File: config.mk
export PLATFORM = sky130hd
export DESIGN_NAME = ssd1306_spi_receiver_flat
export DESIGN_NICKNAME = d
export VERILOG_FILES = /design/src/rtl/ssd1306_spi_receiver_if.sv /design/src/rtl/ssd1306_spi_receiver.sv /design/src/flat_wrapper.sv
export SDC_FILE = /design/constraint.sdc
export NUM_CORES = 1
export LEC_CHECK = 0
export BUFFER_PORTS_ARGS = -buffer_cell sky130_fd_sc_hd__buf_2
export CORE_UTILIZATION = 59
export CTS_CLUSTER_SIZE = 16
export DETAILED_ROUTE_END_ITERATION = 7
export GPL_TIMING_DRIVEN = 0
export HOLD_SLACK_MARGIN = 0.02
export PLACE_DENSITY = 0.8
export SYNTH_ARGS = -nofsm -noshare
export SYNTH_HDL_FRONTEND = slang
export SYNTH_SLANG_ARGS = --single-unit
File: constraint.sdc
create_clock -name clk -period 5.45 [get_ports clk]
set_input_delay 1.09 -clock clk [delete_from_list [all_inputs] [get_ports clk]]
set_output_delay 1.09 -clock clk [all_outputs]
set_load 0.02 [all_outputs]
File: src/rtl/ssd1306_spi_receiver_if.sv
// ssd1306_spi_receiver_if
//   4-wire SPI link between the OLED controller (master) and the display-side
//   receiver (slave).
//   sclk  : serial clock, idles high, data sampled on rising edge
//   sdin  : serial data, MSB first
//   cs    : chip select, active low
//   dc    : 0 = command byte, 1 = data byte
//   reset : display reset, active low, synchronous to the system clock
`timescale 1ns/1ps
interface ssd1306_spi_receiver_if;
  logic sclk;
  logic sdin;
  logic cs;
  logic dc;
  logic reset;

  modport master (output sclk, output sdin, output cs, output dc, output reset);
  modport slave  (input  sclk, input  sdin, input  cs, input  dc, input  reset);
endinterface

File: src/rtl/ssd1306_spi_receiver.sv
// ssd1306_spi_receiver
//   Display-side end of the SSD1306 4-wire SPI link. Deserialises bytes,
//   executes the command subset emitted by our OLED controller and turns data
//   bytes into framebuffer write strobes with addressing-mode pointer advance.
// Ports:
//   clk, reset    : system clock, asynchronous active-high block reset
//   io (slave)    : sclk/sdin/cs/dc/reset link, synchronous to clk
//   byte_*        : completed-byte pulse, value and dc flag
//   wr_*          : framebuffer write strobe, {page,col} address and data
//   cmd_*         : command-complete pulse, opcode, unknown flag, count
//   display_on, inverted, contrast, addr_mode, charge_pump : decoded state
`timescale 1ns/1ps
module ssd1306_spi_receiver #(
  parameter int COLUMNS = 128,
  parameter int PAGES   = 8
) (
  input  logic                   clk,
  input  logic                   reset,
  ssd1306_spi_receiver_if.slave  io,
  output logic                   byte_valid,
  output logic [7:0]             byte_data,
  output logic                   byte_is_data,
  output logic                   wr_en,
  output logic [9:0]             wr_addr,
  output logic [7:0]             wr_data,
  output logic                   cmd_done,
  output logic [7:0]             cmd_opcode,
  output logic                   cmd_unknown,
  output logic [7:0]             cmd_count,
  output logic                   display_on,
  output logic                   inverted,
  output logic [7:0]             contrast,
  output logic [1:0]             addr_mode,
  output logic                   charge_pump
);

  localparam logic [6:0] COL_MAX  = 7'(COLUMNS - 1);
  localparam logic [2:0] PAGE_MAX = 3'(PAGES - 1);

  // Number of argument bytes that follow an opcode.
  function automatic logic [1:0] op_nargs(input logic [7:0] op);
    case (op)
      8'h81, 8'h20, 8'hA8, 8'hD3, 8'hD5, 8'hD9, 8'hDB, 8'h8D: op_nargs = 2'd1;
      8'h21, 8'h22:                                           op_nargs = 2'd2;
      default:                                                op_nargs = 2'd0;
    endcase
  endfunction

  // True for every opcode in the decoded set (with or without arguments).
  function automatic logic op_known(input logic [7:0] op);
    if (op[7:6] == 2'b01) begin
      op_known = 1'b1;  // 0x40-0x7F display start line
    end else begin
      case (op)
        8'hAE, 8'hAF, 8'hA6, 8'hA7, 8'hA4, 8'hA5,
        8'hC0, 8'hC8, 8'hA0, 8'hA1,
        8'h81, 8'h20, 8'hA8, 8'hD3, 8'hD5, 8'hD9, 8'hDB, 8'h8D,
        8'h21, 8'h22: op_known = 1'b1;
        default:      op_known = 1'b0;
      endcase
    end
  endfunction

  logic       sclk_q;
  logic [7:0] shift_q,        shift_d;
  logic [2:0] bit_cnt_q,      bit_cnt_d;
  logic       byte_valid_q,   byte_valid_d;
  logic [7:0] byte_data_q,    byte_data_d;
  logic       byte_is_data_q, byte_is_data_d;
  logic       wr_en_q,        wr_en_d;
  logic [9:0] wr_addr_q,      wr_addr_d;
  logic [7:0] wr_data_q,      wr_data_d;
  logic       cmd_done_q,     cmd_done_d;
  logic [7:0] cmd_opcode_q,   cmd_opcode_d;
  logic       cmd_unknown_q,  cmd_unknown_d;
  logic [7:0] cmd_count_q,    cmd_count_d;
  logic       display_on_q,   display_on_d;
  logic       inverted_q,     inverted_d;
  logic [7:0] contrast_q,     contrast_d;
  logic [1:0] addr_mode_q,    addr_mode_d;
  logic       charge_pump_q,  charge_pump_d;
  logic [6:0] col_q,          col_d;
  logic [2:0] page_q,         page_d;
  logic [6:0] col_start_q,    col_start_d;
  logic [6:0] col_end_q,      col_end_d;
  logic [2:0] page_start_q,   page_start_d;
  logic [2:0] page_end_q,     page_end_d;
  logic [1:0] arg_cnt_q,      arg_cnt_d;   // arguments still expected
  logic [7:0] cur_op_q,       cur_op_d;    // opcode awaiting arguments
  logic [7:0] arg0_q,         arg0_d;      // first argument of 0x21/0x22

  logic       sclk_rise_s;
  logic       byte_done_s;
  logic [7:0] byte_s;
  logic       fin_s;       // a command completes on this byte
  logic [7:0] fin_op_s;    // opcode of the completing command

  // Only rising edges seen while selected advance the shifter.
  assign sclk_rise_s = ~sclk_q & io.sclk & ~io.cs;
  assign byte_s      = {shift_q[6:0], io.sdin};
  assign byte_done_s = sclk_rise_s & (bit_cnt_q == 3'd7);

  // Serial clock history for edge detection; idles high.
  always_ff @(posedge clk or posedge reset) begin
    if (reset) begin
      sclk_q <= 1'b1;
    end else begin
      sclk_q <= io.sclk;
    end
  end

  // Next-state logic: bit capture, command decode, data writes, pointer advance.
  always_comb begin
    shift_d        = shift_q;
    bit_cnt_d      = bit_cnt_q;
    byte_valid_d   = 1'b0;
    byte_data_d    = byte_data_q;
    byte_is_data_d = byte_is_data_q;
    wr_en_d        = 1'b0;
    wr_addr_d      = wr_addr_q;
    wr_data_d      = wr_data_q;
    cmd_done_d     = 1'b0;
    cmd_opcode_d   = cmd_opcode_q;
    cmd_unknown_d  = 1'b0;
    cmd_count_d    = cmd_count_q;
    display_on_d   = display_on_q;
    inverted_d     = inverted_q;
    contrast_d     = contrast_q;
    addr_mode_d    = addr_mode_q;
    charge_pump_d  = charge_pump_q;
    col_d          = col_q;
    page_d         = page_q;
    col_start_d    = col_start_q;
    col_end_d      = col_end_q;
    page_start_d   = page_start_q;
    page_end_d     = page_end_q;
    arg_cnt_d      = arg_cnt_q;
    cur_op_d       = cur_op_q;
    arg0_d         = arg0_q;
    fin_s          = 1'b0;
    fin_op_s       = 8'h00;

    if (!io.reset) begin
      // Display reset wins over any byte completing in the same cycle.
      shift_d        = 8'h00;
      bit_cnt_d      = 3'd0;
      byte_data_d    = 8'h00;
      byte_is_data_d = 1'b0;
      wr_addr_d      = 10'h000;
      wr_data_d      = 8'h00;
      cmd_opcode_d   = 8'h00;
      cmd_count_d    = 8'h00;
      display_on_d   = 1'b0;
      inverted_d     = 1'b0;
      contrast_d     = 8'h7F;
      addr_mode_d    = 2'b10;
      charge_pump_d  = 1'b0;
      col_d          = 7'd0;
      page_d         = 3'd0;
      col_start_d    = 7'd0;
      col_end_d      = COL_MAX;
      page_start_d   = 3'd0;
      page_end_d     = PAGE_MAX;
      arg_cnt_d      = 2'd0;
      cur_op_d       = 8'h00;
      arg0_d         = 8'h00;
    end else begin
      // Deselect discards a partial byte; arg_cnt survives so commands can
      // straddle the cs toggling the controller does between bytes.
      if (io.cs) begin
        shift_d   = 8'h00;
        bit_cnt_d = 3'd0;
      end else if (sclk_rise_s) begin
        shift_d   = byte_s;
        bit_cnt_d = bit_cnt_q + 3'd1;  // wraps to 0 after the 8th bit
      end else begin
        shift_d   = shift_q;
      end

      if (byte_done_s) begin
        byte_valid_d   = 1'b1;
        byte_data_d    = byte_s;
        byte_is_data_d = io.dc;
        if (io.dc) begin
          // A data byte abandons any command still waiting for arguments.
          arg_cnt_d = 2'd0;
          wr_en_d   = 1'b1;
          wr_addr_d = {page_q, col_q};
          wr_data_d = byte_s;
          case (addr_mode_q)
            2'b00: begin
              if (col_q == col_end_q) begin
                col_d  = col_start_q;
                page_d = (page_q == page_end_q) ? page_start_q : page_q + 3'd1;
              end else begin
                col_d  = col_q + 7'd1;
              end
            end
            2'b01: begin
              if (page_q == page_end_q) begin
                page_d = page_start_q;
                col_d  = (col_q == col_end_q) ? col_start_q : col_q + 7'd1;
              end else begin
                page_d = page_q + 3'd1;
              end
            end
            default: begin
              // Page mode (and the reserved 11 encoding): column wraps only.
              col_d = (col_q == col_end_q) ? col_start_q : col_q + 7'd1;
            end
          endcase
        end else if (arg_cnt_q == 2'd0) begin
          if (op_nargs(byte_s) == 2'd0) begin
            fin_s    = 1'b1;
            fin_op_s = byte_s;
          end else begin
            cur_op_d  = byte_s;
            arg_cnt_d = op_nargs(byte_s);
          end
        end else begin
          arg_cnt_d = arg_cnt_q - 2'd1;
          if (arg_cnt_q == 2'd1) begin
            fin_s    = 1'b1;
            fin_op_s = cur_op_q;
          end else begin
            arg0_d   = byte_s;
          end
        end
      end else begin
        byte_valid_d = 1'b0;
      end

      // Effects are applied only once the whole command has arrived, so an
      // abandoned command leaves the decoded state untouched.
      if (fin_s) begin
        cmd_done_d    = 1'b1;
        cmd_opcode_d  = fin_op_s;
        cmd_unknown_d = ~op_known(fin_op_s);
        cmd_count_d   = (cmd_count_q == 8'hFF) ? 8'hFF : cmd_count_q + 8'd1;
        case (fin_op_s)
          8'hAE: display_on_d  = 1'b0;
          8'hAF: display_on_d  = 1'b1;
          8'hA6: inverted_d    = 1'b0;
          8'hA7: inverted_d    = 1'b1;
          8'h81: contrast_d    = byte_s;
          8'h20: addr_mode_d   = byte_s[1:0];
          8'h8D: charge_pump_d = byte_s[2];
          8'h21: begin
            col_start_d = arg0_q[6:0];
            col_end_d   = byte_s[6:0];
            col_d       = arg0_q[6:0];
          end
          8'h22: begin
            page_start_d = arg0_q[2:0];
            page_end_d   = byte_s[2:0];
            page_d       = arg0_q[2:0];
          end
          default: cmd_unknown_d = ~op_known(fin_op_s);
        endcase
      end else begin
        cmd_done_d = 1'b0;
      end
    end
  end

  // State register with asynchronous block reset.
  always_ff @(posedge clk or posedge reset) begin
    if (reset) begin
      shift_q        <= 8'h00;
      bit_cnt_q      <= 3'd0;
      byte_valid_q   <= 1'b0;
      byte_data_q    <= 8'h00;
      byte_is_data_q <= 1'b0;
      wr_en_q        <= 1'b0;
      wr_addr_q      <= 10'h000;
      wr_data_q      <= 8'h00;
      cmd_done_q     <= 1'b0;
      cmd_opcode_q   <= 8'h00;
      cmd_unknown_q  <= 1'b0;
      cmd_count_q    <= 8'h00;
      display_on_q   <= 1'b0;
      inverted_q     <= 1'b0;
      contrast_q     <= 8'h7F;
      addr_mode_q    <= 2'b10;
      charge_pump_q  <= 1'b0;
      col_q          <= 7'd0;
      page_q         <= 3'd0;
      col_start_q    <= 7'd0;
      col_end_q      <= COL_MAX;
      page_start_q   <= 3'd0;
      page_end_q     <= PAGE_MAX;
      arg_cnt_q      <= 2'd0;
      cur_op_q       <= 8'h00;
      arg0_q         <= 8'h00;
    end else begin
      shift_q        <= shift_d;
      bit_cnt_q      <= bit_cnt_d;
      byte_valid_q   <= byte_valid_d;
      byte_data_q    <= byte_data_d;
      byte_is_data_q <= byte_is_data_d;
      wr_en_q        <= wr_en_d;
      wr_addr_q      <= wr_addr_d;
      wr_data_q      <= wr_data_d;
      cmd_done_q     <= cmd_done_d;
      cmd_opcode_q   <= cmd_opcode_d;
      cmd_unknown_q  <= cmd_unknown_d;
      cmd_count_q    <= cmd_count_d;
      display_on_q   <= display_on_d;
      inverted_q     <= inverted_d;
      contrast_q     <= contrast_d;
      addr_mode_q    <= addr_mode_d;
      charge_pump_q  <= charge_pump_d;
      col_q          <= col_d;
      page_q         <= page_d;
      col_start_q    <= col_start_d;
      col_end_q      <= col_end_d;
      page_start_q   <= page_start_d;
      page_end_q     <= page_end_d;
      arg_cnt_q      <= arg_cnt_d;
      cur_op_q       <= cur_op_d;
      arg0_q         <= arg0_d;
    end
  end

  assign byte_valid   = byte_valid_q;
  assign byte_data    = byte_data_q;
  assign byte_is_data = byte_is_data_q;
  assign wr_en        = wr_en_q;
  assign wr_addr      = wr_addr_q;
  assign wr_data      = wr_data_q;
  assign cmd_done     = cmd_done_q;
  assign cmd_opcode   = cmd_opcode_q;
  assign cmd_unknown  = cmd_unknown_q;
  assign cmd_count    = cmd_count_q;
  assign display_on   = display_on_q;
  assign inverted     = inverted_q;
  assign contrast     = contrast_q;
  assign addr_mode    = addr_mode_q;
  assign charge_pump  = charge_pump_q;

endmodule

File: src/flat_wrapper.sv
// flat-port wrapper written by rule: the top's interface ports become plain ports
module ssd1306_spi_receiver_flat 
#(
  parameter int COLUMNS = 128,
  parameter int PAGES   = 8
)
  (clk, reset, byte_valid, byte_data, byte_is_data, wr_en, wr_addr, wr_data, cmd_done, cmd_opcode, cmd_unknown, cmd_count, display_on, inverted, contrast, addr_mode, charge_pump, io_sclk, io_sdin, io_cs, io_dc, io_reset);
  ssd1306_spi_receiver_if io_i ();
  input  logic clk;
  input  logic reset;
  output logic byte_valid;
  output logic [7:0] byte_data;
  output logic byte_is_data;
  output logic wr_en;
  output logic [9:0] wr_addr;
  output logic [7:0] wr_data;
  output logic cmd_done;
  output logic [7:0] cmd_opcode;
  output logic cmd_unknown;
  output logic [7:0] cmd_count;
  output logic display_on;
  output logic inverted;
  output logic [7:0] contrast;
  output logic [1:0] addr_mode;
  output logic charge_pump;
  input wire logic [$bits(io_i.sclk)-1:0] io_sclk;
  input wire logic [$bits(io_i.sdin)-1:0] io_sdin;
  input wire logic [$bits(io_i.cs)-1:0] io_cs;
  input wire logic [$bits(io_i.dc)-1:0] io_dc;
  input wire logic [$bits(io_i.reset)-1:0] io_reset;
  assign io_i.sclk = io_sclk;
  assign io_i.sdin = io_sdin;
  assign io_i.cs = io_cs;
  assign io_i.dc = io_dc;
  assign io_i.reset = io_reset;
  ssd1306_spi_receiver #(.COLUMNS(COLUMNS), .PAGES(PAGES)) u_core (.clk(clk), .reset(reset), .io(io_i), .byte_valid(byte_valid), .byte_data(byte_data), .byte_is_data(byte_is_data), .wr_en(wr_en), .wr_addr(wr_addr), .wr_data(wr_data), .cmd_done(cmd_done), .cmd_opcode(cmd_opcode), .cmd_unknown(cmd_unknown), .cmd_count(cmd_count), .display_on(display_on), .inverted(inverted), .contrast(contrast), .addr_mode(addr_mode), .charge_pump(charge_pump));
endmodule
# Word level (Yosys, flattened, before mapping)
# Cells that the tools add are included.
[op_classes]
shift = 0
bitwise = 7
n_div = 0
mux = 113
mul = 0
reduce_logical = 18
eq_ne = 54
n_lt_le_gt_ge = 0
n_addsub = 5
[ops]
columns = ["cell", "count"]
rows = [
  ["== test 8 bit (second input constant)", 25],
  ["2-to-1 mux 8 bit", 24],
  ["2-to-1 mux 7 bit", 22],
  ["== test 8 x 6 -> 1 bit (second input constant)", 6],
  ["2-to-1 mux 3 bit", 16],
  ["2-to-1 mux 1 bit", 32],
  ["2-to-1 mux 10 bit", 3],
  ["2-to-1 mux 2 bit", 12],
  ["OR reduction 20 bit", 1],
  ["AND reduction 2 bit", 9],
  ["!= test 2 x 1 -> 1 bit (second input constant)", 8],
  ["!= test 2 bit (second input constant)", 5],
  ["OR reduction 9 bit", 1],
  ["adder 8 x 1 -> 8 bit (second input constant)", 1],
  ["AND reduction 4 bit", 2],
  ["OR reduction 8 bit", 1],
  ["adder 7 x 1 -> 7 bit (second input constant)", 1],
  ["== test 7 bit", 1],
  ["adder 3 x 1 -> 3 bit (second input constant)", 2],
  ["== test 2 x 1 -> 1 bit (second input constant)", 3],
  ["zero test 2 bit", 3],
  ["!= test 3 x 1 -> 1 bit (second input constant)", 2],
  ["one-hot mux 3 bit (2 select lines)", 1],
  ["!= test 4 bit (second input constant)", 1],
  ["9 further kinds", 15],
]
[word_totals]
out_inout_bits = 60
regBits = 118
memories = 0
mem_bits_rw = 0
romBits = 0
in_bits = 7
latch_bits = 0
word_cells = 224

# Depth between registers and ports, before layout
# Gate-level depths: netlist of the first run.
[depth]
word_depth = 24
depth_mapped = 12
ltp_nobuf = 10

# Least setup slack after synthesis of the first run
# OpenSTA, ideal clock, no wires.
[synth_path]
kind = "input -> register"
startpoint = "input io_sdin"
endpoint = "register u_core.col_start_q[0]"
cell_stages = 10
n_path_buf = 3
arrival_ps = 3018
path_slack_ps = 2300
setup_ps = 132
t_required_ps = 5318
path_cell_list = "nor2_1 > nand4_2 > and3_1 > buf_6 > a32o_2 > or4_4 > buf_6 > buf_6 > mux2i_1 > nor2_1"
[synth_between]
elab_chain_cells = 16
elab_cells_between_ends = 32
classes_between = "eq/ne (13); mux (15); reduce/logical (4)"
[synth_rtl]
columns = ["element", "line", "source"]
rows = [
  ["start: declaration", "flat_wrapper.sv:27", "input wire logic [$bits(io_i.sdin)-1:0] io_sdin;"],
  ["== test 8 bit or == test 8 x 6 -> 1 bit (tied branches)", "ssd1306_spi_receiver.sv:42", "case (op)"],
  ["OR reduction 8 bit or OR reduction 2 bit (tied branches)", "ssd1306_spi_receiver.sv:42", ""],
  ["one-hot mux 2 bit (2 select lines)", "ssd1306_spi_receiver.sv:42", ""],
  ["2-to-1 mux 2 bit", "ssd1306_spi_receiver.sv:212", "end else if (arg_cnt_q == 2'd0) begin"],
  ["2-to-1 mux 2 bit", "ssd1306_spi_receiver.sv:184", "if (io.dc) begin"],
  ["2-to-1 mux 2 bit", "ssd1306_spi_receiver.sv:180", "if (byte_done_s) begin"],
  ["2-to-1 mux 2 bit", "ssd1306_spi_receiver.sv:143", "if (!io.reset) begin"],
  ["zero test 2 bit", "ssd1306_spi_receiver.sv:213", "if (op_nargs(byte_s) == 2'd0) begin"],
  ["2-to-1 mux 8 bit", "ssd1306_spi_receiver.sv:213", ""],
  ["2-to-1 mux 8 bit", "ssd1306_spi_receiver.sv:212", ""],
  ["2-to-1 mux 8 bit", "ssd1306_spi_receiver.sv:184", ""],
  ["2-to-1 mux 8 bit", "ssd1306_spi_receiver.sv:180", ""],
  ["2-to-1 mux 8 bit", "ssd1306_spi_receiver.sv:143", ""],
  ["== test 8 x 6 -> 1 bit", "ssd1306_spi_receiver.sv:240", "case (fin_op_s)"],
  ["!= test 2 x 1 -> 1 bit (no source line)", "--", ""],
  ["AND reduction 2 bit (no source line) (*)", "--", ""],
  ["end signal: assignment", "ssd1306_spi_receiver.sv:315", "col_start_q <= col_start_d;"],
  ["end: declaration", "ssd1306_spi_receiver.sv:84", "logic [6:0] col_start_q, col_start_d;"],
]
# Every way passes the cells marked *; elsewhere a longest branch is shown, timed or not. The select of a mux whose other input is x is not followed.
# A chain may end at the register's enable or synchronous reset.

# Worst setup path in the final report of the first run
[layout_path]
startpoint = "input io_cs"
endpoint = "register u_core.col_start_q[0]"
[layout_between]
elab_chain_cells = 8
elab_cells_between_ends = 11
classes_between = "eq/ne (3); mux (4); bitwise (3); reduce/logical (1)"
[layout_rtl]
columns = ["element", "line", "source"]
rows = [
  ["start: declaration", "flat_wrapper.sv:28", "input wire logic [$bits(io_i.cs)-1:0] io_cs;"],
  ["NOT 1 bit (*)", "ssd1306_spi_receiver.sv:99", "assign sclk_rise_s = ~sclk_q & io.sclk & ~io.cs;"],
  ["bitwise AND 1 bit (*)", "ssd1306_spi_receiver.sv:99", ""],
  ["bitwise AND 1 bit (*)", "ssd1306_spi_receiver.sv:101", "assign byte_done_s = sclk_rise_s & (bit_cnt_q == 3'd7);"],
  ["2-to-1 mux 8 bit", "ssd1306_spi_receiver.sv:180", ""],
  ["2-to-1 mux 8 bit", "ssd1306_spi_receiver.sv:143", ""],
  ["== test 8 x 6 -> 1 bit", "ssd1306_spi_receiver.sv:240", ""],
  ["!= test 2 x 1 -> 1 bit (no source line)", "--", ""],
  ["AND reduction 2 bit (no source line) (*)", "--", ""],
]
# Marked as above.

==> results of run 1 <==
[through the flow]
step	instances	instance area, um^2	utilization [%]	worst slack [ns]	power (W)
after detailed placement	860	6580	66.7	1.64	0.000951
after global placement	859	6550	66.3	0.0885	0.000947
after global routing	892	7110	72.0	1.99	0.00199
after floorplan	660	6050	-	1.26	0.000927
final	892	7110	72.0	2.10	0.00194
after CTS	892	7110	72.0	2.18	0.00194
[worst max-delay path, delay by kind of cell]
family / cells / cell delay (ns)
AOI/OAI and AO/OA: 1 / 0.21
muxes: 1 / 0.17
buffers and inverters: 3 / 0.44
and+or+nand+nor: 6 / 1.81
[metal layers]
| metal | routed length (um) | vias up | part of all wire, % | global-route usage (%) |
|---|---|---|---|---|
| li1 | - | 2485 | - | - |
| met1 | 6840 | 2690 | 41 | 41.5 |
| met2 | 8130 | 270 | 49 | 52.9 |
| met3 | 1100 | 47 | 6.6 | 5.91 |
| met4 | 483 | 0 | 2.9 | 16.1 |
| met5 | 0 | - | 0 | 0 |
[area by class of cell]
| class | instances | area [um^2] |
|---|---|---|
| flip-flops and latches | 118 | 2980 |
| multi-input cells | 482 | 2800 |
| fillers | 752 | 2760 |
| clock buffers | 19 | 422 |
| repair buffers | 67 | 358 |
| plain buffers | 48 | 229 |
| well taps | 133 | 166 |
| clock inverters | 13 | 109 |
| inverters | 12 | 47.5 |
[placed cells by master, fill, tap and decap left out, types with 6 or more instances in the layout]
master and count:
clkbuf_1 36, nor2_1 70, clkbuf_16 16, nand4_1 9
buf_2 72, xor2_1 10, nand3_1 22, nor3_1 11
and3_1 8, clkinv_2 6, a211oi_1 13, inv_1 11
mux2i_1 47, nand2_1 128, o21ai_0 12, dfrtp_1 99
dfstp_2 19, a31oi_1 8, a21oi_1 63
[where the power goes]
part | total (W) | internal, W | switching, W
logic | 0.0000570 | 0.00000972 | 0.0000473
registers | 0.000879 | 0.000879 | 0.000000508
clock network | 0.00100 | 0.000600 | 0.000404
total | 0.00194 | 0.00149 | 0.000452
[worst paths after layout]
path                                                  from                           endpoint  slack (ns)  cells after the start
max in group asynchronous                            reset     u_core.contrast[2]$_DFFE_PP1P_        3.97                      3
setup reg to reg           u_core.bit_cnt_q[0]$_DFFE_PP0P_  u_core.col_start_q[0]$_DFFE_PP0P_        2.12                     12
hold / removal               u_core.wr_addr[7]$_DFFE_PP0P_      u_core.wr_addr[7]$_DFFE_PP0P_        0.52                      2
min in group asynchronous                            reset  u_core.col_start_q[5]$_DFFE_PP0P_        0.70                      2
setup / recovery                                     io_cs  u_core.col_start_q[0]$_DFFE_PP0P_        2.10                     11
hold reg to reg              u_core.wr_addr[7]$_DFFE_PP0P_      u_core.wr_addr[7]$_DFFE_PP0P_        0.52                      2
[state kept, by name, indices dropped and copies added, names as in the netlist, 2 cells and up]
signal	count
u_core.cmd_opcode	8
u_core.contrast	8
u_core.shift_q	7
u_core.wr_data	8
u_core.page_q	3
u_core.byte_data	8
u_core.addr_mode	2
u_core.col_end_q	7
u_core.wr_addr	10
u_core.col_q	7
u_core.cmd_count	8
u_core.bit_cnt_q	3
u_core.arg0_q	7
u_core.page_start_q	3
u_core.cur_op_q	8
u_core.page_end_q	3
u_core.arg_cnt_q	2
u_core.col_start_q	7
[logic make-up (layout without fill, tap and decap cells)]
group	Yosys count	count (layout)
buffers and inverters	60	159
and+or+nand+nor	280	280
AOI/OAI and AO/OA	136	136
muxes	47	47
xor gates and xnor gates	14	14
DFF	118	118
adders and majority gates	5	5
==> impl_metrics.json, run 1 <==
{
  "critPathLaunchType": "primary input",
  "cp-end-kind": "register",
  "hold_viol": 0,
  "finalCritPeriodShare_pct": 61.4,
  "coreArea_um2": 9860,
  "htree_levels": 4,
  "slew_headroom_pct": 46.4,
  "worstPathArrival_ns": 3.73,
  "maxCapViolations": 0,
  "clockBufferDepth": 2,
  "fin_hold_ws_ns": 0.515,
  "grt.total_usage_pct": 32.3,
  "ys_warn_count": 0,
  "clock_skew_ns": 0.00946,
  "num_antenna_cells": 0,
  "syn-cell-area_um2": 6050,
  "yosysTopAreaCell": "dfrtp_1",
  "grt_pass1_vias": 5009,
  "cp_max_fo": 10,
  "grt_overflow": 0,
  "cts_tree": "yes",
  "final_nets": 758,
  "placement.io_buffers": 66,
  "place.gp.congestion": 1.01,
  "critical_path_class": "in -> reg",
  "leakagePower_nw": 3.41,
  "ys_ff_latch": 118,
  "synth_compound_area_share_pct": 14.1,
  "vias": 5492,
  "postCtsSetupBuffers": 0,
  "period_needed_ns": 3.35,
  "synthesis.nets": 672,
  "die_area_um2": 10700,
  "start_util_pct": 61.3,
  "synth-adder-area-share_pct": 1.03,
  "post_drt_wl_per_cell_um": 18.6,
  "hold_buffers": 0,
  "viasPerCell": 6.16,
  "cts.sinks": 118,
  "fmax_mhz": 299,
  "syn_avg_cell_area_um2": 9.16,
  "rsz0062_at_grt": "false",
  "synthMuxAreaShare_pct": 7.78,
  "synth_common_cells": "nand2_1 (128), dfrtp_1 (99), nor2_1 (70)",
  "drt-initial-drc-count": 355,
  "grt_pass1_wl_mm": 25.3,
  "die_w_um": 103,
  "synth.most_common_cell": "nand2_1",
  "fp.dieH_um": 103,
  "synth_area_leaders": "dfrtp_1 (41%), dfstp_2 (8.3%), nand2_1 (7.9%)",
  "syn2layout_area_growth_pct": 17.5,
  "drive_above_1_share_pct": 18.6,
  "critPathMaxStageDelay_ns": 0.51,
  "post_cts_resized": 0,
  "status": "finished clean",
  "routed_wl_mm": 16.6,
  "clkSlewWorstSetupHoldPaths_ns": 0.06,
  "hp-class": "reg -> reg",
  "setup_tns_ns": 0,
  "synth_top_family_by_area": "simple AND/OR/NAND/NOR gates",
  "rows": 36,
  "cp_cell_sequence": "buf_2 > nand4bb_1 > nor2_1 > nand2_1 > a21oi_1 > nand4_1 > or4_4 > buf_6 > buf_6 > mux2i_1 > nor2_1",
  "antenna_found_initial": 0,
  "p_per_area_nw_per_um2": 273,
  "setup_viol": 0,
  "slew_viol_final": 0,
  "synth-simple-area-share_pct": 21.3,
  "required_ns": 5.84,
  "slowest_stage": "nor2_1",
  "ys_async_sr_fraction_pct": 100,
  "synth_xor_area_share_pct": 2.03,
  "cts_buffers": 17,
  "firstDrtPassIters": 6,
  "vdd_drop_max_uv": 172,
  "netlist.area_leader.share_pct": 41.0,
  "synth.distinct_cells": 65,
  "ant_nets": 0,
  "synth_cells": 660,
  "worstMarginPinSlew_ns": 0.797,
  "clock-root-buffer": "clkbuf_8",
  "drc": 0,
  "ios": 67,
  "synth_edf_count": 0,
  "synth_ff_type": "dfrtp_1",
  "yosysSeqAreaShare_pct": 49.2,
  "grt_max_degree": 64,
  "clkLatencyLatePin_ns": 0.52,
  "dpl.hpwl_mm": 11.2
}
Power figures use the tool's default switching activity.
==> inputs of run 2 (changes only) <==
==> constraint.sdc (replaced) <==
create_clock -name clk -period 3.4 [get_ports clk]
set_input_delay 0.68 -clock clk [delete_from_list [all_inputs] [get_ports clk]]
set_output_delay 0.68 -clock clk [all_outputs]
set_load 0.02 [all_outputs]
==> run 2 against run 1 <==
Compared with the run above:
- via count fell by 1.1%
- power rose by 67%
- die area is the same
- critical endpoint is now u_core.contrast[5]$_DFFE_PP1P_
- largest cell class unchanged
==> impl_metrics.json, run 2 (synthesis gave the netlist of run 1 again) <==
{
  "routed_wl_mm": 16.8,
  "cts_tree": "yes",
  "htree_levels": 4,
  "rows": 36,
  "setup_tns_ns": 0,
  "die_w_um": 103,
  "endpoint": "u_core.contrast[5]$_DFFE_PP1P_",
  "p_int_w": 0.00254,
  "cp-end-kind": "register",
  "setup_ws_ns": 0.209,
  "leakagePower_nw": 3.44,
  "postCtsSetupBuffers": 0,
  "p_sw_share_pct": 21.7,
  "grt_max_degree": 46,
  "slew_viol_final": 0,
  "worst-r2r-setup-slack_ns": 0.21,
  "syn2layout_area_growth_pct": 18.9,
  "dpl.hpwl_mm": 11.3,
  "clock_skew_ns": 0.00701,
  "placement.io_buffers": 66,
  "critPathLaunchType": "register",
  "coreArea_um2": 9860,
  "required_ns": 3.83,
  "antenna_found_initial": 0,
  "worstMarginPinSlew_ns": 0.876,
  "worstPathArrival_ns": 3.62,
  "power_switching_w": 0.000704,
  "cts_buffers": 17,
  "maxCapViolations": 0,
  "ant_nets": 0,
  "final_cell_mix": "nand2_1 (128), dfrtp_1 (99), buf_2 (72)",
  "final_nets": 759,
  "r2r_cells": 10,
  "grt_overflow": 0,
  "clkLatencyLatePin_ns": 0.53,
  "finalCritPeriodShare_pct": 93.9,
  "fmax_mhz": 313,
  "grt_pass1_wl_mm": 26.0,
  "clkSlewWorstSetupHoldPaths_ns": 0.06,
  "place.gp.congestion": 0.999,
  "pwr-share-comb_pct": 2.9,
  "setup_viol": 0,
  "pre_cts_ws_ns": -0.00529,
  "cts.sinks": 118,
  "die_area_um2": 10700,
  "fin_hold_ws_ns": 0.277,
  "start_util_pct": 61.3,
  "hold_viol": 0,
  "cp_max_fo": 10,
  "firstDrtPassIters": 5,
  "ios": 67,
  "fp.dieH_um": 103,
  "critical_path_class": "reg -> reg",
  "post_cts_resized": 0,
  "hold_buffers": 0,
  "clockBufferDepth": 2,
  "power.share.clock_pct": 53.7,
  "final_common_cell": "nand2_1",
  "clock-root-buffer": "clkbuf_8",
  "vdd_drop_max_uv": 305,
  "drc": 0,
  "slew_headroom_pct": 41.1,
  "rsz0062_at_grt": "false",
  "timing.rr.start": "u_core.shift_q[3]$_DFFE_PP0P_",
  "largest_reg_flops": 10,
  "status": "finished clean",
  "cp-startpoint": "u_core.shift_q[3]$_DFFE_PP0P_",
  "grt.total_usage_pct": 33.3,
  "grt_pass1_vias": 5146,
  "drt-initial-drc-count": 287,
  "hp-class": "in -> reg",
  "seqPwrFrac_pct": 43.4,
  "drive_above_1_share_pct": 18.8,
  "num_antenna_cells": 0,
  "r2r_end": "u_core.contrast[5]$_DFFE_PP1P_",
  "p_per_area_nw_per_um2": 451,
  "post_drt_wl_per_cell_um": 18.8,
  "viasPerCell": 6.08,
  "period_needed_ns": 3.19,
  "vias": 5430
}
-- run 2: cell count changes in the layout (fill, tap and decap cells not counted), sizes merged --
cell and delta:
clkbuf +5, clkinv -4, buf +1, bufinv +1, inv -2
-- run 2: final cells by class --
cell class / count / area [um^2]
buffer: 48 / 229
clock buffer: 24 / 480
clock inverter: 8 / 98.8
fill: 685 / 2670
inverter: 12 / 48.8
multi-input combinational: 482 / 2820
sequential: 118 / 2980
tap: 133 / 166
timing repair buffer: 68 / 370
-- run 2: how the worst min path moves through the flow --
| stage | from | to | slack, ns | cells after the start |
|---|---|---|---|---|
| 6_report | io_sclk | u_core.sclk_q$_DFF_PP1_ | 0.28 | 1 |
| 5_1_grt | io_sclk | u_core.sclk_q$_DFF_PP1_ | 0.26 | 1 |
| 4_1_cts | io_sclk | u_core.sclk_q$_DFF_PP1_ | 0.27 | 1 |
| 3_5_place_dp | u_core.contrast[6]$_DFFE_PP1P_ | u_core.contrast[6]$_DFFE_PP1P_ | 0.49 | 2 |
| 3_3_place_gp | u_core.contrast[3]$_DFFE_PP1P_ | u_core.contrast[3]$_DFFE_PP1P_ | 0.49 | 2 |
| 2_1_floorplan | u_core.col_end_q[3]$_DFFE_PP1P_ | u_core.col_end_q[3]$_DFFE_PP1P_ | 0.48 | 2 |
-- run 2: layer usage --
metal  vias to the layer above  GRT usage (%)  share of wire (%)
met5                         -              0                  0
met4                         0           15.0                2.5
met3                        42           7.66                5.9
met2                       212           54.5                 50
met1                      2684           42.3                 41
li1                       2492              -                  -
-- run 2: stage by stage --
stage / area [um^2] / std cells / util [%] / total power (W)
after floorplan: 6050 / 660 / - / 0.00149
after global placement: 6550 / 859 / 66.4 / 0.00152
after detailed placement: 6590 / 861 / 66.8 / 0.00153
after CTS: 7170 / 893 / 72.7 / 0.00325
after global routing: 7190 / 893 / 72.9 / 0.00333
final: 7190 / 893 / 72.9 / 0.00325
-- run 2: worst max-delay path, cell delays in order, from the launching register on --
cell and delay, ns:
dfrtp_1 0.37, buf_4 0.16, nor4b_4 0.41, nand3_1 0.29
and4_1 0.24, a31oi_1 0.61, nor3_1 0.16, nand4b_1 0.20
buf_2 0.30, mux2i_1 0.26, nand2_1 0.09
-- run 2: power by group through the flow --
stage | sequential [W] | combinational [W] | clock, W
final | 0.00141 | 0.0000942 | 0.00174
after global routing | 0.00141 | 0.000104 | 0.00182
after CTS | 0.00141 | 0.0000941 | 0.00175
after detailed placement | 0.00143 | 0.0000932 | 0
after global placement | 0.00143 | 0.0000848 | 0
after floorplan | 0.00143 | 0.0000533 | 0
==> inputs of run 3 (changes only) <==
--- a/config.mk
+++ b/config.mk
@@ -6,12 +6,12 @@
 export NUM_CORES = 1
 export LEC_CHECK = 0
 export BUFFER_PORTS_ARGS = -buffer_cell sky130_fd_sc_hd__buf_2
-export CORE_UTILIZATION = 59
+export CORE_UTILIZATION = 53
 export CTS_CLUSTER_SIZE = 16
 export DETAILED_ROUTE_END_ITERATION = 7
 export GPL_TIMING_DRIVEN = 0
 export HOLD_SLACK_MARGIN = 0.02
-export PLACE_DENSITY = 0.8
+export PLACE_DENSITY = 0.76
 export SYNTH_ARGS = -nofsm -noshare
 export SYNTH_HDL_FRONTEND = slang
 export SYNTH_SLANG_ARGS = --single-unit
==> constraint.sdc (replaced) <==
create_clock -name clk -period 2.7 [get_ports clk]
set_input_delay 0.54 -clock clk [delete_from_list [all_inputs] [get_ports clk]]
set_output_delay 0.54 -clock clk [all_outputs]
set_load 0.02 [all_outputs]
==> run 3 against run 2 <==
Compared with the run above:
- the flow now finishes with violations (setup timing)
- core utilization fell by 3.2 points
- clock skew up 0.00097 ns
- wire length rose by 7.2%
- sequential share of layout area fell by 2.5 points
- non-clock buffer count up 23
- critical path type unchanged
- critical endpoint is now u_core.col_start_q[0]$_DFFE_PP0P_
- largest cell class is now multi-input gates
- highest routed layer unchanged
==> impl_metrics.json, run 3 (synthesis gave the netlist of run 1 again) <==
{
  "drive_above_1_share_pct": 25.4,
  "final_util_pct": 69.7,
  "place.gp.congestion": 0.909,
  "worstMarginPinSlew_ns": 0.787,
  "grt_pass1_wl_mm": 28.1,
  "drt-initial-drc-count": 421,
  "busiest_layer": "met2",
  "post_drt_wl_per_cell_um": 19.5,
  "worstPathArrival_ns": 3.06,
  "htree_levels": 4,
  "status": "finished, violations left",
  "cts.sinks": 118,
  "p_int_w": 0.00336,
  "cp_cell_sequence": "buf_6 > or2_1 > nor4_1 > o31a_2 > a2bb2oi_4 > nand4_1 > or4_4 > buf_8 > mux2i_1 > nor2_1",
  "maxCapViolations": 0,
  "placement.io_buffers": 66,
  "slew_viol_final": 0,
  "critPathLaunchType": "register",
  "grt_pass1_vias": 5461,
  "grt.met2_usage_pct": 51.0,
  "rsz0062_at_grt": "true",
  "power.share.clock_pct": 55.2,
  "seqPwrFrac_pct": 41.8,
  "ant_nets": 0,
  "n_fill_cell": 819,
  "dpl.hpwl_mm": 11.8,
  "leakagePower_nw": 3.64,
  "clkSlewWorstSetupHoldPaths_ns": 0.05,
  "rows": 38,
  "grt.total_usage_pct": 31.9,
  "critical_path_class": "reg -> reg",
  "slowest_stage": "or4_4",
  "setup_ws_ns": -0.0944,
  "fp.dieH_um": 109,
  "start_util_pct": 55.1,
  "hold_viol": 0,
  "cp-end-kind": "register",
  "drc": 0,
  "num_antenna_cells": 0,
  "firstDrtPassIters": 5,
  "die_area_um2": 11800,
  "clock-root-buffer": "clkbuf_16",
  "clockBufferDepth": 2,
  "antenna_found_initial": 0,
  "cp_max_fo": 10,
  "grt_max_degree": 46,
  "setup_viol": 23,
  "largest_reg_flops": 10,
  "pwr-share-comb_pct": 3.0,
  "failed_checks": "setup timing",
  "grt_overflow": 0,
  "regArea_um2": 2980,
  "ios": 67,
  "vdd_drop_max_uv": 412,
  "final_nets": 782,
  "final_common_cell": "nand2_1",
  "slew_headroom_pct": 47.1,
  "period_needed_ns": 2.79,
  "hp-class": "in -> async",
  "multiInputGateArea_um2": 3020,
  "grt_use_met3_pct": 6.10,
  "fin_total_pwr_w": 0.00425,
  "vias": 5671,
  "die_w_um": 109,
  "required_ns": 2.97,
  "viasPerCell": 6.14,
  "cts_tree": "yes",
  "path_delay_family": "simple AND/OR/NAND/NOR gates",
  "p_sw_share_pct": 20.9,
  "fin_hold_ws_ns": 0.239,
  "syn2layout_area_growth_pct": 26.5,
  "clkLatencyLatePin_ns": 0.42,
  "hold_buffers": 0,
  "fmax_mhz": 358,
  "routed_wl_mm": 18.0,
  "clock_skew_ns": 0.00797,
  "final_cell_mix": "nand2_1 (128), dfrtp_1 (98), buf_2 (68)",
  "cts_buffers": 17,
  "crit_buf_inv": 2,
  "finalCritPeriodShare_pct": 103,
  "coreArea_um2": 11000,
  "grt.met1_usage_pct": 41.8,
  "p_per_area_nw_per_um2": 555,
  "critPathMaxStageDelay_ns": 0.57,
  "setup_tns_ns": -0.910,
  "power_switching_w": 0.000889
}
-- run 3: metal layers --
| layer | wire length [um] | vias up |
|---|---|---|
| met1 | 7290 | 2794 |
| met5 | 0 | - |
| li1 | - | 2535 |
| met2 | 8610 | 283 |
| met3 | 1550 | 59 |
| met4 | 594 | 0 |
-- run 3: layout make-up --
class,count,area share [%]
Multi-Input combinational cell,482,39.4
Sequential cell,118,38.9
Timing Repair Buffer,96,7.80
Clock buffer,22,5.93
Buffer,43,2.93
Tap cell,140,2.29
Clock inverter,10,2.01
Inverter,12,0.687
-- run 3: worst paths after layout --
kind	endpoint	slack, ns	depth (start not counted)	from
max in group asynchronous	u_core.page_end_q[1]$_DFFE_PP1P_	1.46	4	reset
worst max-delay path	u_core.col_start_q[0]$_DFFE_PP0P_	-0.09	10	u_core.shift_q[5]$_DFFE_PP0P_
worst min register to register	u_core.contrast[6]$_DFFE_PP1P_	0.51	2	u_core.contrast[6]$_DFFE_PP1P_
worst max register to register	u_core.col_start_q[0]$_DFFE_PP0P_	-0.09	10	u_core.shift_q[5]$_DFFE_PP0P_
min in group clk	u_core.sclk_q$_DFF_PP1_	0.27	1	io_sclk
worst min-delay path	u_core.cmd_opcode[0]$_DFFE_PP0P_	0.24	2	reset
-- run 3: metrics by stage --
step	instance area, um^2	cells	setup WS (ns)
after floorplan	6050	660	0.00538
after global placement	6560	866	-0.522
after detailed placement	6600	868	-0.570
after CTS	7490	913	0.00108
after global routing	7650	923	-0.203
final	7650	923	-0.0944
-- run 3: power by group through the flow --
stage | combinational [W] | sequential, W | clock, W
finish | 0.000127 | 0.00178 | 0.00235
detailed placement | 0.000119 | 0.00180 | 0
floorplan | 0.0000671 | 0.00180 | 0
CTS | 0.000125 | 0.00178 | 0.00234
global placement | 0.000108 | 0.00180 | 0
global route | 0.000139 | 0.00178 | 0.00242
-- run 3: timing repair --
| action | in CTS | in global routing |
|---|---|---|
| pin swaps | 9 | 12 |
| buffers inserted | 16 | 11 |
| endpoints found under the setup margin | 61 | 51 |
| resized for setup | 36 | 27 |
| cloned | 0 | 1 |
